## config.mk

```make
export PLATFORM = sky130hd
export DESIGN_NAME = osr_pull_ctrl
export DESIGN_NICKNAME = d
export VERILOG_FILES = /design/src/rtl/osr_pull_ctrl_pkg.sv /design/src/rtl/osr_pull_ctrl.sv
export SDC_FILE = /design/constraint.sdc
export NUM_CORES = 1
export LEC_CHECK = 0
export CAP_MARGIN = 20
export CELL_PAD_IN_SITES_DETAIL_PLACEMENT = 2
export CELL_PAD_IN_SITES_GLOBAL_PLACEMENT = 2
export CORE_UTILIZATION = 13
export DETAILED_ROUTE_END_ITERATION = 10
export PLACE_DENSITY = 0.92
export SETUP_SLACK_MARGIN = 0.3
export SYNTH_ARGS = -nofsm -noshare
export SYNTH_HDL_FRONTEND = slang
export SYNTH_SLANG_ARGS = --single-unit
```

## constraint.sdc

```tcl
create_clock -name clk -period 4.4 [get_ports clk]
set_clock_uncertainty 0.1 [all_clocks]
set_input_delay 0.88 -clock clk [delete_from_list [all_inputs] [get_ports clk]]
set_output_delay 0.88 -clock clk [all_outputs]
set_load 0.01 [all_outputs]
```

## src/rtl/osr_pull_ctrl_pkg.sv

```systemverilog
// Shared OSR/ISR shift-count types and threshold decode.
// The ISR autopush controller is expected to reuse thresh_decode.
package osr_pull_ctrl_pkg;

  typedef logic [5:0] osr_cnt_t;

  localparam osr_cnt_t OSR_EMPTY_CNT = 6'd32;

  // A threshold field of 0 means a full 32-bit word.
  function automatic osr_cnt_t thresh_decode(input logic [4:0] thresh);
    return (thresh == 5'd0) ? OSR_EMPTY_CNT : {1'b0, thresh};
  endfunction

endpackage

```

## src/rtl/osr_pull_ctrl.sv

```systemverilog
// OSR fill/empty accounting and TX FIFO read arbitration for PULL, MOV->OSR,
// OUT and autopull. Every control output is combinational from the inputs and r_osr_count.
module osr_pull_ctrl
  import osr_pull_ctrl_pkg::*;
#(
  parameter int DATA_W = 32,
  parameter int CNT_W  = 6
) (
  input  logic              clk,
  input  logic              rst,
  input  logic              sm_en,
  input  logic              exec_out,
  input  logic [CNT_W-1:0]  out_count,
  input  logic              exec_pull,
  input  logic              pull_block,
  input  logic              pull_ifempty,
  input  logic              exec_mov_osr,
  input  logic [DATA_W-1:0] mov_data,
  input  logic [DATA_W-1:0] x_data,
  input  logic              autopull_en,
  input  logic [4:0]        pull_thresh,
  input  logic              txf_empty,
  input  logic [DATA_W-1:0] txf_rdata,
  output logic              txf_rd_en,
  output logic              osr_load,
  output logic [DATA_W-1:0] osr_data_in,
  output logic              osr_shift_en,
  output logic [CNT_W-1:0]  osr_shift_count,
  output logic              stall,
  output logic [CNT_W-1:0]  osr_count
);

  osr_cnt_t   r_osr_count;
  osr_cnt_t   w_next_count;
  logic       w_full_used;
  logic [6:0] w_sum;

  assign w_full_used = (r_osr_count >= thresh_decode(pull_thresh));
  assign w_sum       = {1'b0, r_osr_count} + {1'b0, out_count};
  assign osr_count   = r_osr_count;

  // FIFO handshake: txf_empty low means txf_rdata is valid; raising txf_rd_en
  // consumes that word in this cycle and is only ever done while txf_empty is low.
  always_comb begin
    txf_rd_en       = 1'b0;
    osr_load        = 1'b0;
    osr_data_in     = '0;
    osr_shift_en    = 1'b0;
    osr_shift_count = '0;
    stall           = 1'b0;
    w_next_count    = r_osr_count;
    if (!rst && sm_en) begin
      if (exec_mov_osr) begin
        osr_load     = 1'b1;
        osr_data_in  = mov_data;
        w_next_count = '0;
      end else if (exec_pull) begin
        if (pull_ifempty && !w_full_used) begin
          w_next_count = r_osr_count;
        end else if (!txf_empty) begin
          txf_rd_en    = 1'b1;
          osr_load     = 1'b1;
          osr_data_in  = txf_rdata;
          w_next_count = '0;
        end else if (pull_block) begin
          stall = 1'b1;
        end else begin
          osr_load     = 1'b1;
          osr_data_in  = x_data;
          w_next_count = '0;
        end
      end else if (exec_out) begin
        // An exhausted OSR refills first; OUT re-executes on the fresh word.
        if (autopull_en && w_full_used) begin
          stall = 1'b1;
          if (!txf_empty) begin
            txf_rd_en    = 1'b1;
            osr_load     = 1'b1;
            osr_data_in  = txf_rdata;
            w_next_count = '0;
          end
        end else begin
          osr_shift_en    = 1'b1;
          osr_shift_count = out_count;
          w_next_count    = (w_sum > 7'd32) ? OSR_EMPTY_CNT : w_sum[5:0];
        end
      end else if (autopull_en && w_full_used && !txf_empty) begin
        txf_rd_en    = 1'b1;
        osr_load     = 1'b1;
        osr_data_in  = txf_rdata;
        w_next_count = '0;
      end
    end
  end

  always_ff @(posedge clk or posedge rst) begin
    if (rst) begin
      r_osr_count <= OSR_EMPTY_CNT;
    end else begin
      r_osr_count <= w_next_count;
    end
  end

endmodule

```

==> summary.txt <==
CTS
  – Root Buffer: clkbuf_16
  – CTS tree: done
  – Hold buffer count at cts: 0
  – CTS H-tree depth: 1
  – Clk_lat worst skew: 230 ps
  – Maximum clock path buffer count: 2
  – Worst-path clk slew: approximately 30 ps
  – # Post-CTS Setup Buffers: 0
  – CTS Buf Count: 3
  – Clk sinks: 6

Detailed routing
  – Post-route ant nets: 0
  – 1st-iter DRT viols: just under 90
  – Via total after detailed routing: 2,461
  – Final WL: about 10,000 µm
  – Via density: around 4.4
  – Residual DRC: 0
  – First-pass iteration count of the detailed router: 4
  – Wire length per cell: 18.6 µm

Critical path
  – Crit end category: output port
  – CP required: 3420 ps
  – Crit path max fanout: 7
  – R2R Setup Slk: 1660 ps
  – Worst reg2reg path startpoint: osr_count[3]$_DFFE_PP0P_
  – WP data arrival: 3050 ps
  – Crit path cell chain: clkbuf_2, nor3_4, nand3_4, ha_4, nand2_2, nor2_4, a31oi_4, or3_4, a21o_4, buf_16, o21ai_2, buf_2
  – Setup crit end: osr_data_in[21]
  – CP max stage delay: 360 ps
  – CP Depth: 12
  – Critical path buffers and inverters: 3
  – Slowest-stage cell, CP: or3_4
  – Delay-heaviest family, CP: simple AND/OR/NAND/NOR gates
  – Setup CP Type: input pin to output port
  – Critical Path Start Type: input pin
  – Worst Setup SP: pull_thresh[0]
  – R2r endpoint: osr_count[3]$_DFFE_PP0P_
  – Worst R2R Path Depth: 9

Finish
  – Number of diodes: 0
  – Most frequent cells in the layout: 118 x clkdlybuf4s50_1, 33 x nand2_1, 29 x buf_2, 24 x mux2i_1, 21 x o21ai_2
  – Filler cells: 1,357
  – # nets final: between 500 and 600
  – Final Instance Area: 3660 µm²
  – Area growth syn-to-layout: 127%
  – Share of cells above drive strength 1: 24.0%
  – Number of flip-flops under the largest register name: 6
  – Commonest non-fill, non-tap cell in the layout: clkdlybuf4s50_1

Global route
  – GR peak layer: met2
  – Gr ovfl total: 0
  – Met1 Usage GRT: 15.5%
  – First-pass GRT wire length: 15,700 µm
  – Met3 Resource Use GR: 3.21%
  – Initial antenna violation count: 0
  – Total GRT Usage: 15.8%
  – Number of global-route vias before repair: 2,860
  – Largest net degree at the start of global routing: 30
  – Met2 usage: 32.6%

Synthesis
  – Number of flops mapped to enable cells by yosys: 0
  – Asr flop ratio synth: 100%
  – Syn Area/Cell: 7.10 µm²
  – Cells after synthesis: 227
  – Top_reg_cell synth: dfrtp_1
  – Top cells by area, synth: mux2i_1 15%, ha_1 9.3%, nand2_1 7.9%
  – Mapped Area: 1610 µm²
  – Synth area leader: mux2i_1
  – Post-Synthesis Net Count: roughly 360
  – Yosys cell types: 42
  – Top-area cell type share of the netlist area: 14.9%
  – Yosys warns: 0
  – Sequential element share of the synthesized area: 9.39%
  – FF+latch count, synth: 6

Pwr
  – Net switching power: 0.165 mW
  – Clock power share: ~30%
  – Tot Pwr: 0.516 mW
  – Net Sw Frac: 32.0%
  – Logic pwr share: 58.0%
  – Lkg Pwr: 1.65 nW
  – PwrDens: roughly 140 nW/µm²
  – Peak supply drop: 0.104 mV
  – Sequential share of power: ~13%
  – Internal power: about 0.35 mW

Timing
  – Final-report setup violation count: 0
  – Achievable frequency: around 0.25 GHz
  – Final setup TNS: 0 ps
  – Worst slew pin tran: between 400 and 500 ps
  – Hold slack: 497 ps
  – RSZ-0062 raised after global routing: false
  – Final period utilization: 91.6%
  – Slew HR: 68.5%
  – Crit path time final: 4030 ps
  – Final hold violations: 0
  – Max Slew Vio Count: 0

Placement
  – Final GP Congestion: 0.819
  – Area of placed instances: 3490 µm²
  – Dpl hpwl: 8110 µm
  – IO buf count: 164

Floorplanning
  – Die width: 113 µm
  – Core area: 12,100 µm²
  – IO Count: between 150 and 200
  – Die area: ~13,000 µm²
  – Initial Util: 13.4%
  – Die height: 113 µm
  – FP Rows: 40

Run status
  – Status: completed

Hold path
  – Worst hold path class: register to register

Run
  – MaxCap Viol Count: 0
==> power by group through the flow <==
| stage | Clock [mW] | Combinational [mW] | Sequential [mW] |
|---|---|---|---|
| 2_1_floorplan | 0 | 0.108 | 0.0641 |
| 3_3_place_gp | 0 | 0.271 | 0.0647 |
| 3_5_place_dp | 0 | 0.285 | 0.0649 |
| 4_1_cts | 0.154 | 0.298 | 0.0648 |
| 5_1_grt | 0.155 | 0.321 | 0.0654 |
| 6_report | 0.152 | 0.299 | 0.0649 |
==> repair_timing <==
item                       CTS  global route
setup endpoints to repair   42            32
pin swaps                   16             7
cloned                       4             0
gates resized for setup    198             5
hold endpoints to repair     0             0
==> worst reg2reg max path: stages (launching register included) <==
cell and delay, ps:
dfrtp_1 440, ha_1 350, a21oi_2 240, o211ai_1 120
a21o_1 190, buf_4 150, o221ai_2 250, buf_4 170
a21o_1 200, mux2_2 390
==> layout make-up <==
type	count	area, µm²	area share, %
Tap cell	168	210	5.75
Multi-Input combinational cell	192	1480	40.5
Timing Repair Buffer	179	1680	45.9
Clock buffer	4	78.8	2.16
Sequential cell	6	151	4.14
Inverter	15	56.3	1.54
==> how the worst min path moves through the flow <==
stage | startpoint | endpoint | slack [ps] | cells after the start
global placement | osr_count[5]$_DFFE_PP1P_ | osr_count[5]$_DFFE_PP1P_ | 460 | 1
detailed placement | osr_count[5]$_DFFE_PP1P_ | osr_count[5]$_DFFE_PP1P_ | 460 | 1
CTS | osr_count[5]$_DFFE_PP1P_ | osr_count[5]$_DFFE_PP1P_ | 480 | 1
finish | osr_count[0]$_DFFE_PP0P_ | osr_count[0]$_DFFE_PP0P_ | 500 | 1
global route | osr_count[5]$_DFFE_PP1P_ | osr_count[5]$_DFFE_PP1P_ | 510 | 1
floorplan | osr_count[5]$_DFFE_PP1P_ | osr_count[5]$_DFFE_PP1P_ | 430 | 1
==> routing by layer <==
metal  part of all wire, %  wire length (µm)
met2                    56              5890
met5                     0                 0
met1                    35              3690
met3                   5.9               621
met4                   2.6               277
==> cells in the mapped netlist, drive strengths merged, types with 6 or more instances <==
| library cell | count |
|---|---|
| mux2i | 24 |
| inv | 15 |
| a21oi | 7 |
| ha | 12 |
| buf | 6 |
| and2 | 8 |
| nor2 | 16 |
| o21ai | 30 |
| nand2 | 34 |
| clkbuf | 9 |
| o22ai | 10 |
==> per-stage QoR <==
step / utilization, % / setup slack (ps) / std cells
floorplan: - / 617 / 227
finish: 30.3 / 371 / 564
global placement: 29.0 / -353 / 556
detailed placement: 29.0 / -574 / 556
global route: 30.3 / 301 / 564
CTS: 30.2 / 303 / 564
==> logic make-up after synthesis <==
group                      count (synthesis)  synth area share (%)
and+or+nand+nor                           79                  23.1
AOI/OAI and AO/OA                         68                  28.9
buffers and inverters                     30                  8.85
muxes                                     27                  17.0
adders and majority gates                 13                  10.6
DFF                                        6                  9.39
xor gates and xnor gates                   4                  2.17
(Power assumes the default switching activity.)
